**config.mk**
```make
export PLATFORM = sky130hd
export DESIGN_NAME = sc_cpu_step_ctrl
export DESIGN_NICKNAME = d
export VERILOG_FILES = /design/src/rtl/sc_cpu_step_ctrl.sv
export SDC_FILE = /design/constraint.sdc
export NUM_CORES = 1
export LEC_CHECK = 0
export CORE_ASPECT_RATIO = 0.6
export CORE_UTILIZATION = 35
export DETAILED_ROUTE_END_ITERATION = 8
export DONT_BUFFER_PORTS = 1
export PLACE_DENSITY = 0.46
export SLEW_MARGIN = 15
export SYNTH_ARGS = -nofsm -noshare
export SYNTH_HDL_FRONTEND = slang
export SYNTH_SLANG_ARGS = --single-unit
```
**constraint.sdc**
```tcl
create_clock -name sys_clk_in -period 3.2 [get_ports sys_clk_in]
set_input_delay 0.8 -clock sys_clk_in [delete_from_list [all_inputs] [get_ports sys_clk_in]]
set_output_delay 0.8 -clock sys_clk_in [all_outputs]
set_load 0.005 [all_outputs]
```
**src/rtl/sc_cpu_step_ctrl.sv**
```systemverilog
// ---------------------------------------------------------------------------
// sc_cpu_step_ctrl
//
// Run/halt/single-step sequencer for the single-cycle RISC-V computer.
// Replaces the free-running memory clocks with one-cycle enables.
//
// Each instruction is four slots of DIV system cycles each:
//   - fetch strobe at the first cycle of slot 0
//   - data strobe at slot 2
//   - commit strobe at slot 3
//
// Also provides:
//   - a PC breakpoint
//   - a retired-instruction counter for the segment display
//
// Ports
//   sys_clk_in   in   1   system clock (only clock)
//   sys_rst      in   1   asynchronous active-high reset
//   run_sw       in   1   raw run switch (1 = run)
//   step_btn     in   1   raw single-step pushbutton
//   bp_en        in   1   breakpoint enable
//   bp_addr      in   32  breakpoint PC
//   pc           in   32  current PC from the CPU
//   imem_clk_en  out  1   instruction fetch strobe
//   dmem_clk_en  out  1   data memory strobe
//   cpu_clk_en   out  1   PC/regfile commit strobe
//   halted       out  1   sequencer is in HALT or BREAK
//   at_break     out  1   sequencer is in BREAK
//   inst_count   out  32  retired instruction count (wraps)
// ---------------------------------------------------------------------------
module sc_cpu_step_ctrl #(
    parameter int DIV        = 4,
    parameter int DEB_CYCLES = 1000000
) (
    input  logic        sys_clk_in,
    input  logic        sys_rst,
    input  logic        run_sw,
    input  logic        step_btn,
    input  logic        bp_en,
    input  logic [31:0] bp_addr,
    input  logic [31:0] pc,
    output logic        imem_clk_en,
    output logic        dmem_clk_en,
    output logic        cpu_clk_en,
    output logic        halted,
    output logic        at_break,
    output logic [31:0] inst_count
);

    localparam int INST_CYCLES = 4 * DIV;
    localparam int PW          = $clog2(INST_CYCLES);
    localparam int DW          = $clog2(DEB_CYCLES + 1);

    localparam logic [PW-1:0] PHASE_IMEM = '0;
    localparam logic [PW-1:0] PHASE_DMEM = PW'(2 * DIV);
    localparam logic [PW-1:0] PHASE_CPU  = PW'(3 * DIV);
    localparam logic [PW-1:0] PHASE_LAST = PW'(INST_CYCLES - 1);
    localparam logic [DW-1:0] DEB_LAST   = DW'(DEB_CYCLES - 1);

    localparam logic [1:0] S_HALT  = 2'd0;
    localparam logic [1:0] S_RUN   = 2'd1;
    localparam logic [1:0] S_STEP  = 2'd2;
    localparam logic [1:0] S_BREAK = 2'd3;

    logic          run_meta;
    logic          run_s;
    logic          btn_meta;
    logic          btn_s;
    logic          btn_level;
    logic [DW-1:0] deb_cnt;
    logic          step_p;

    logic [1:0]    state;
    logic [1:0]    state_n;
    logic          busy;
    logic [PW-1:0] phase;
    logic          skip_bp;
    logic [31:0]   inst_count_q;

    logic          last_cycle;
    logic          issue_pt;
    logic          bp_hit;
    logic          issue;
    logic          leave_break;

    // Two-flop synchronisers for the asynchronous board inputs.
    always_ff @(posedge sys_clk_in or posedge sys_rst) begin
        if (sys_rst) begin
            run_meta <= 1'b0;
            run_s    <= 1'b0;
            btn_meta <= 1'b0;
            btn_s    <= 1'b0;
        end else begin
            run_meta <= run_sw;
            run_s    <= run_meta;
            btn_meta <= step_btn;
            btn_s    <= btn_meta;
        end
    end

    // The accepted button level only changes after DEB_CYCLES consecutive
    // samples disagree with it. Any agreeing sample restarts the count.
    // A press is reported as a one-cycle step_p on an accepted 0->1 change.
    always_ff @(posedge sys_clk_in or posedge sys_rst) begin
        if (sys_rst) begin
            btn_level <= 1'b0;
            deb_cnt   <= '0;
            step_p    <= 1'b0;
        end else begin
            step_p <= 1'b0;
            if (btn_s == btn_level) begin
                deb_cnt <= '0;
            end else if (deb_cnt == DEB_LAST) begin
                btn_level <= btn_s;
                deb_cnt   <= '0;
                step_p    <= btn_s;
            end else begin
                deb_cnt <= deb_cnt + DW'(1);
            end
        end
    end

    // An issue point is any cycle after which a fresh slot 0 could start:
    // either nothing is in flight or this is the last cycle of the
    // current instruction.
    assign last_cycle = busy && (phase == PHASE_LAST);
    assign issue_pt   = !busy || last_cycle;
    assign bp_hit     = bp_en && (pc == bp_addr) && !skip_bp;

    // Sequencer decisions.
    // RUN only re-evaluates at issue points, so dropping the run switch
    // never cuts an instruction short. STEP issues once from idle, then
    // returns to HALT when that instruction's last cycle is reached.
    always_comb begin
        state_n     = state;
        issue       = 1'b0;
        leave_break = 1'b0;
        case (state)
            S_HALT: begin
                if (run_s) begin
                    state_n = S_RUN;
                end else if (step_p) begin
                    state_n = S_STEP;
                end
            end
            S_RUN: begin
                if (issue_pt) begin
                    if (!run_s) begin
                        state_n = S_HALT;
                    end else if (bp_hit) begin
                        state_n = S_BREAK;
                    end else begin
                        issue = 1'b1;
                    end
                end
            end
            S_STEP: begin
                if (!busy) begin
                    issue = 1'b1;
                end else if (last_cycle) begin
                    state_n = S_HALT;
                end
            end
            S_BREAK: begin
                if (step_p) begin
                    state_n     = S_STEP;
                    leave_break = 1'b1;
                end else if (!run_s) begin
                    state_n     = S_HALT;
                    leave_break = 1'b1;
                end
            end
            default: state_n = S_HALT;
        endcase
    end

    // State, instruction phase, and breakpoint-skip bookkeeping.
    // skip_bp lets the instruction that hit the breakpoint run once on
    // resume. It clears as soon as that resumed instruction is issued.
    always_ff @(posedge sys_clk_in or posedge sys_rst) begin
        if (sys_rst) begin
            state   <= S_HALT;
            busy    <= 1'b0;
            phase   <= '0;
            skip_bp <= 1'b0;
        end else begin
            state <= state_n;
            if (issue) begin
                busy  <= 1'b1;
                phase <= '0;
            end else if (last_cycle) begin
                busy  <= 1'b0;
                phase <= '0;
            end else if (busy) begin
                phase <= phase + PW'(1);
            end
            if (issue) begin
                skip_bp <= 1'b0;
            end else if (leave_break) begin
                skip_bp <= 1'b1;
            end
        end
    end

    // The counter bumps on the edge that ends the commit cycle, so the new
    // value is visible in the cycle after cpu_clk_en.
    always_ff @(posedge sys_clk_in or posedge sys_rst) begin
        if (sys_rst) begin
            inst_count_q <= '0;
        end else if (cpu_clk_en) begin
            inst_count_q <= inst_count_q + 32'd1;
        end
    end

    // Strobes are decoded from flops only.
    // busy is low in HALT and BREAK, so those states can never pulse.
    assign imem_clk_en = busy && (phase == PHASE_IMEM);
    assign dmem_clk_en = busy && (phase == PHASE_DMEM);
    assign cpu_clk_en  = busy && (phase == PHASE_CPU);
    assign halted      = (state == S_HALT) || (state == S_BREAK);
    assign at_break    = (state == S_BREAK);
    assign inst_count  = inst_count_q;

endmodule

```
==> flow_metrics.py <==
metrics = {
    "synthesis": {
        "ys_ff_latch": 66,
        "syn_avg_cell_area_um2": 10.1,
        "syn_nets": 426,
        "synth_seq_area_share_pct": 47.1,
        "synthArstFlopShare_pct": 100,
        "ys_warn_count": 0,
        "syn_inst": 349,
        "syn_area_um2": 3510,
        "synth-edff-count": 0,
        "synth_top_area_cell": "dfrtp_1",
        "synth_cell_types": 40,
        "yosys.area.top_type_share_pct": 47.1,
        "synth.area.top_cells": "dfrtp_1, xnor2_1, xor2_1",
        "synthFlopType": "dfrtp_1",
    },
    "final_layout": {
        "nets": 434,
        "drive_above_1_share_pct": 7.18,
        "area_growth_pct": 12.3,
        "diodes": 0,
        "layout_commonest_cell": "dfrtp_1",
        "mostFrequentLayoutCells": "dfrtp_1, xnor2_1, nor2_1",
        "fill_cells": 945,
    },
    "sta": {
        "tightest_slew_ps": 770,
        "report.final.hold_viol_count": 0,
        "maxSlewHeadroom_pct": 48.2,
        "maxSlewViolCount": 0,
        "clock_skew_ps": 7.22,
        "fin_crit_sh_pct": 77.4,
        "holdWs_ps": 354,
        "period_minus_slack_ps": 2480,
        "finalSetupViolCount": 0,
        "fin_setup_tns_ps": 0,
        "max_freq_mhz": 404,
        "rsz0062_at_grt": "no",
    },
    "die": {
        "die-area_um2": 10400,
        "die_h_um": 79.6,
        "core_um2": 9460,
        "rows": 27,
        "die_w_um": 131,
        "ios": 106,
        "start_util_pct": 37.1,
    },
    "status": {
        "status": "completed",
    },
    "global_routing": {
        "grt_pass1_wl_mm": 12.7,
        "grt_pass1_vias": 2465,
        "gr-total-overflow": 0,
        "antenna_found_initial": 0,
        "grt_max_degree": 26,
        "grt_use_total_pct": 15.7,
    },
    "cts": {
        "clock_latency_ps": 330,
        "cts_tree": "yes",
        "h-tree-depth": 3,
        "cts_buffer_depth": 2,
        "ctsResizeCount": 0,
        "clk_pin_slew_ps": 50,
        "cts_root_buf": "clkbuf_16",
        "post_cts_buffers": 0,
        "cts_sinks": 66,
        "cts_hold_buf": 0,
        "numCtsBuffers": 9,
    },
    "placement": {
        "io_buffers": 0,
        "hpwl_mm": 5.56,
        "place.gp.congestion": 0.767,
    },
    "setup_path": {
        "end_kind": "flop",
        "critPathArrivalTime_ps": 2690,
        "startpoint_type": "flop",
        "cp_common_cell": "nand4_1",
        "worstSetupPathType": "reg2reg",
        "slowest_stage": "nor4_4",
        "cp.required_ps": 3420,
        "crit_path_max_fanout": 7,
        "path_cells": "inv_1 > ha_1 > and4_1 > nand4_1 > nor4_4 > nand4_1 > xnor2_1",
        "slowest_delay_ps": 530,
    },
    "power": {
        "peakVddDrop_mv": 0.259,
        "p_leak_nw": 1.69,
        "cellPowerDensity_nw_per_um2": 558,
    },
    "route": {
        "finalWirelength_mm": 7.39,
        "post_drt_via_cell_ratio": 5.08,
        "initialDrtViolationCount": 135,
        "num_vias": 2499,
        "routedWlPerCell_um": 15.0,
        "drc": 0,
        "drtAntennaViolNets": 0,
        "firstDrtPassIters": 4,
    },
    "job": {
        "maxCapViolCount": 0,
    },
    "hold_path": {
        "hold_path_class": "reg2reg",
    },
}
report_power, final:
group / switching (mW) / internal [mW] / total [mW]
combinational: 0.179 / 0.146 / 0.324
sequential: 0.0956 / 0.892 / 0.987
clock: 0.351 / 0.537 / 0.888
total: 0.625 / 1.57 / 2.20
cell usage after synthesis (2+ instances only):
cell	count
and4_1	4
nand2_1	26
xnor2_1	59
or3_1	2
ha_1	8
o221ai_1	2
nor2b_1	2
and3_1	6
mux2_2	3
dfrtp_1	66
o21ai_0	5
nor2_1	39
buf_2	2
nand3_1	24
clkbuf_1	4
nor3b_1	2
nor3_1	5
a21oi_1	9
nor4_1	5
nand4_1	22
inv_1	12
xor2_1	24
critical path: cells and delay by family, from the launching register on:
kind	cells	cell delay, ps
flip-flops	1	410
adder cells (fa/ha/maj)	1	200
XOR/XNOR	1	150
buffers and inverters	1	130
AND/OR/NAND/NOR	4	1460
stage by stage:
stage | total power [mW] | cells | cell area, um2 | utilization (%) | setup slack (ps)
finish | 2.20 | 492 | 3940 | 41.7 | 723
global route | 2.31 | 492 | 3940 | 41.7 | 541
CTS | 2.22 | 492 | 3940 | 41.7 | 741
detailed placement | 1.32 | 476 | 3670 | 38.8 | 749
global placement | 1.32 | 476 | 3670 | 38.8 | 847
floorplan | 1.24 | 349 | 3510 | - | 745
layout make-up:
type / instances / area (um2) / share of cell area (%)
Clock buffer: 10 / 239 / 6.07
Clock inverter: 6 / 32.5 / 0.826
Inverter: 12 / 45.0 / 1.14
Multi-Input combinational cell: 265 / 1790 / 45.3
Sequential cell: 66 / 1650 / 41.9
Tap cell: 130 / 163 / 4.13
Timing Repair Buffer: 3 / 22.5 / 0.572
worst paths after layout:
| kind | from | end | slack (ps) | cells past startpoint |
|---|---|---|---|---|
| min | btn_meta$_DFF_PP0_ | btn_s$_DFF_PP0_ | 350 | 0 |
| max reg2reg | phase[0]$_DFFE_PP0P_ | inst_count[31]$_DFFE_PP0P_ | 720 | 7 |
| max | phase[0]$_DFFE_PP0P_ | inst_count[31]$_DFFE_PP0P_ | 720 | 7 |
| min in group asynchronous | sys_rst | inst_count[29]$_DFFE_PP0P_ | 370 | 1 |
| min reg2reg | btn_meta$_DFF_PP0_ | btn_s$_DFF_PP0_ | 350 | 0 |
| max in group asynchronous | sys_rst | deb_cnt[12]$_DFF_PP0_ | 2140 | 2 |
metal layers:
layer | up-vias | GRT usage (%) | wire [um]
met1 | 1194 | 23.0 | 3900
met3 | 9 | 5.59 | 500
met2 | 74 | 20.7 | 2900
met5 | - | 0 | 0
li1 | 1222 | - | -
met4 | 0 | 6.05 | 91
registers in the layout (all words and copies together), names as in the netlist, 2 cells and up:
name,flops
deb_cnt,20
inst_count,32
phase,4
state,2
cells by family (layout without fill, tap and decap cells):
family | after synthesis | in the layout | synth area share [%]
adders and majority gates | 8 | 8 | 2.85
and+or+nand+nor | 147 | 147 | 22.1
xor gates and xnor gates | 83 | 83 | 20.7
DFF | 66 | 66 | 47.1
buffers and inverters | 18 | 31 | 2.00
AOI/OAI and AO/OA | 23 | 23 | 4.03
muxes | 4 | 4 | 1.25
No activity file was read; power rests on OpenSTA's default activity.
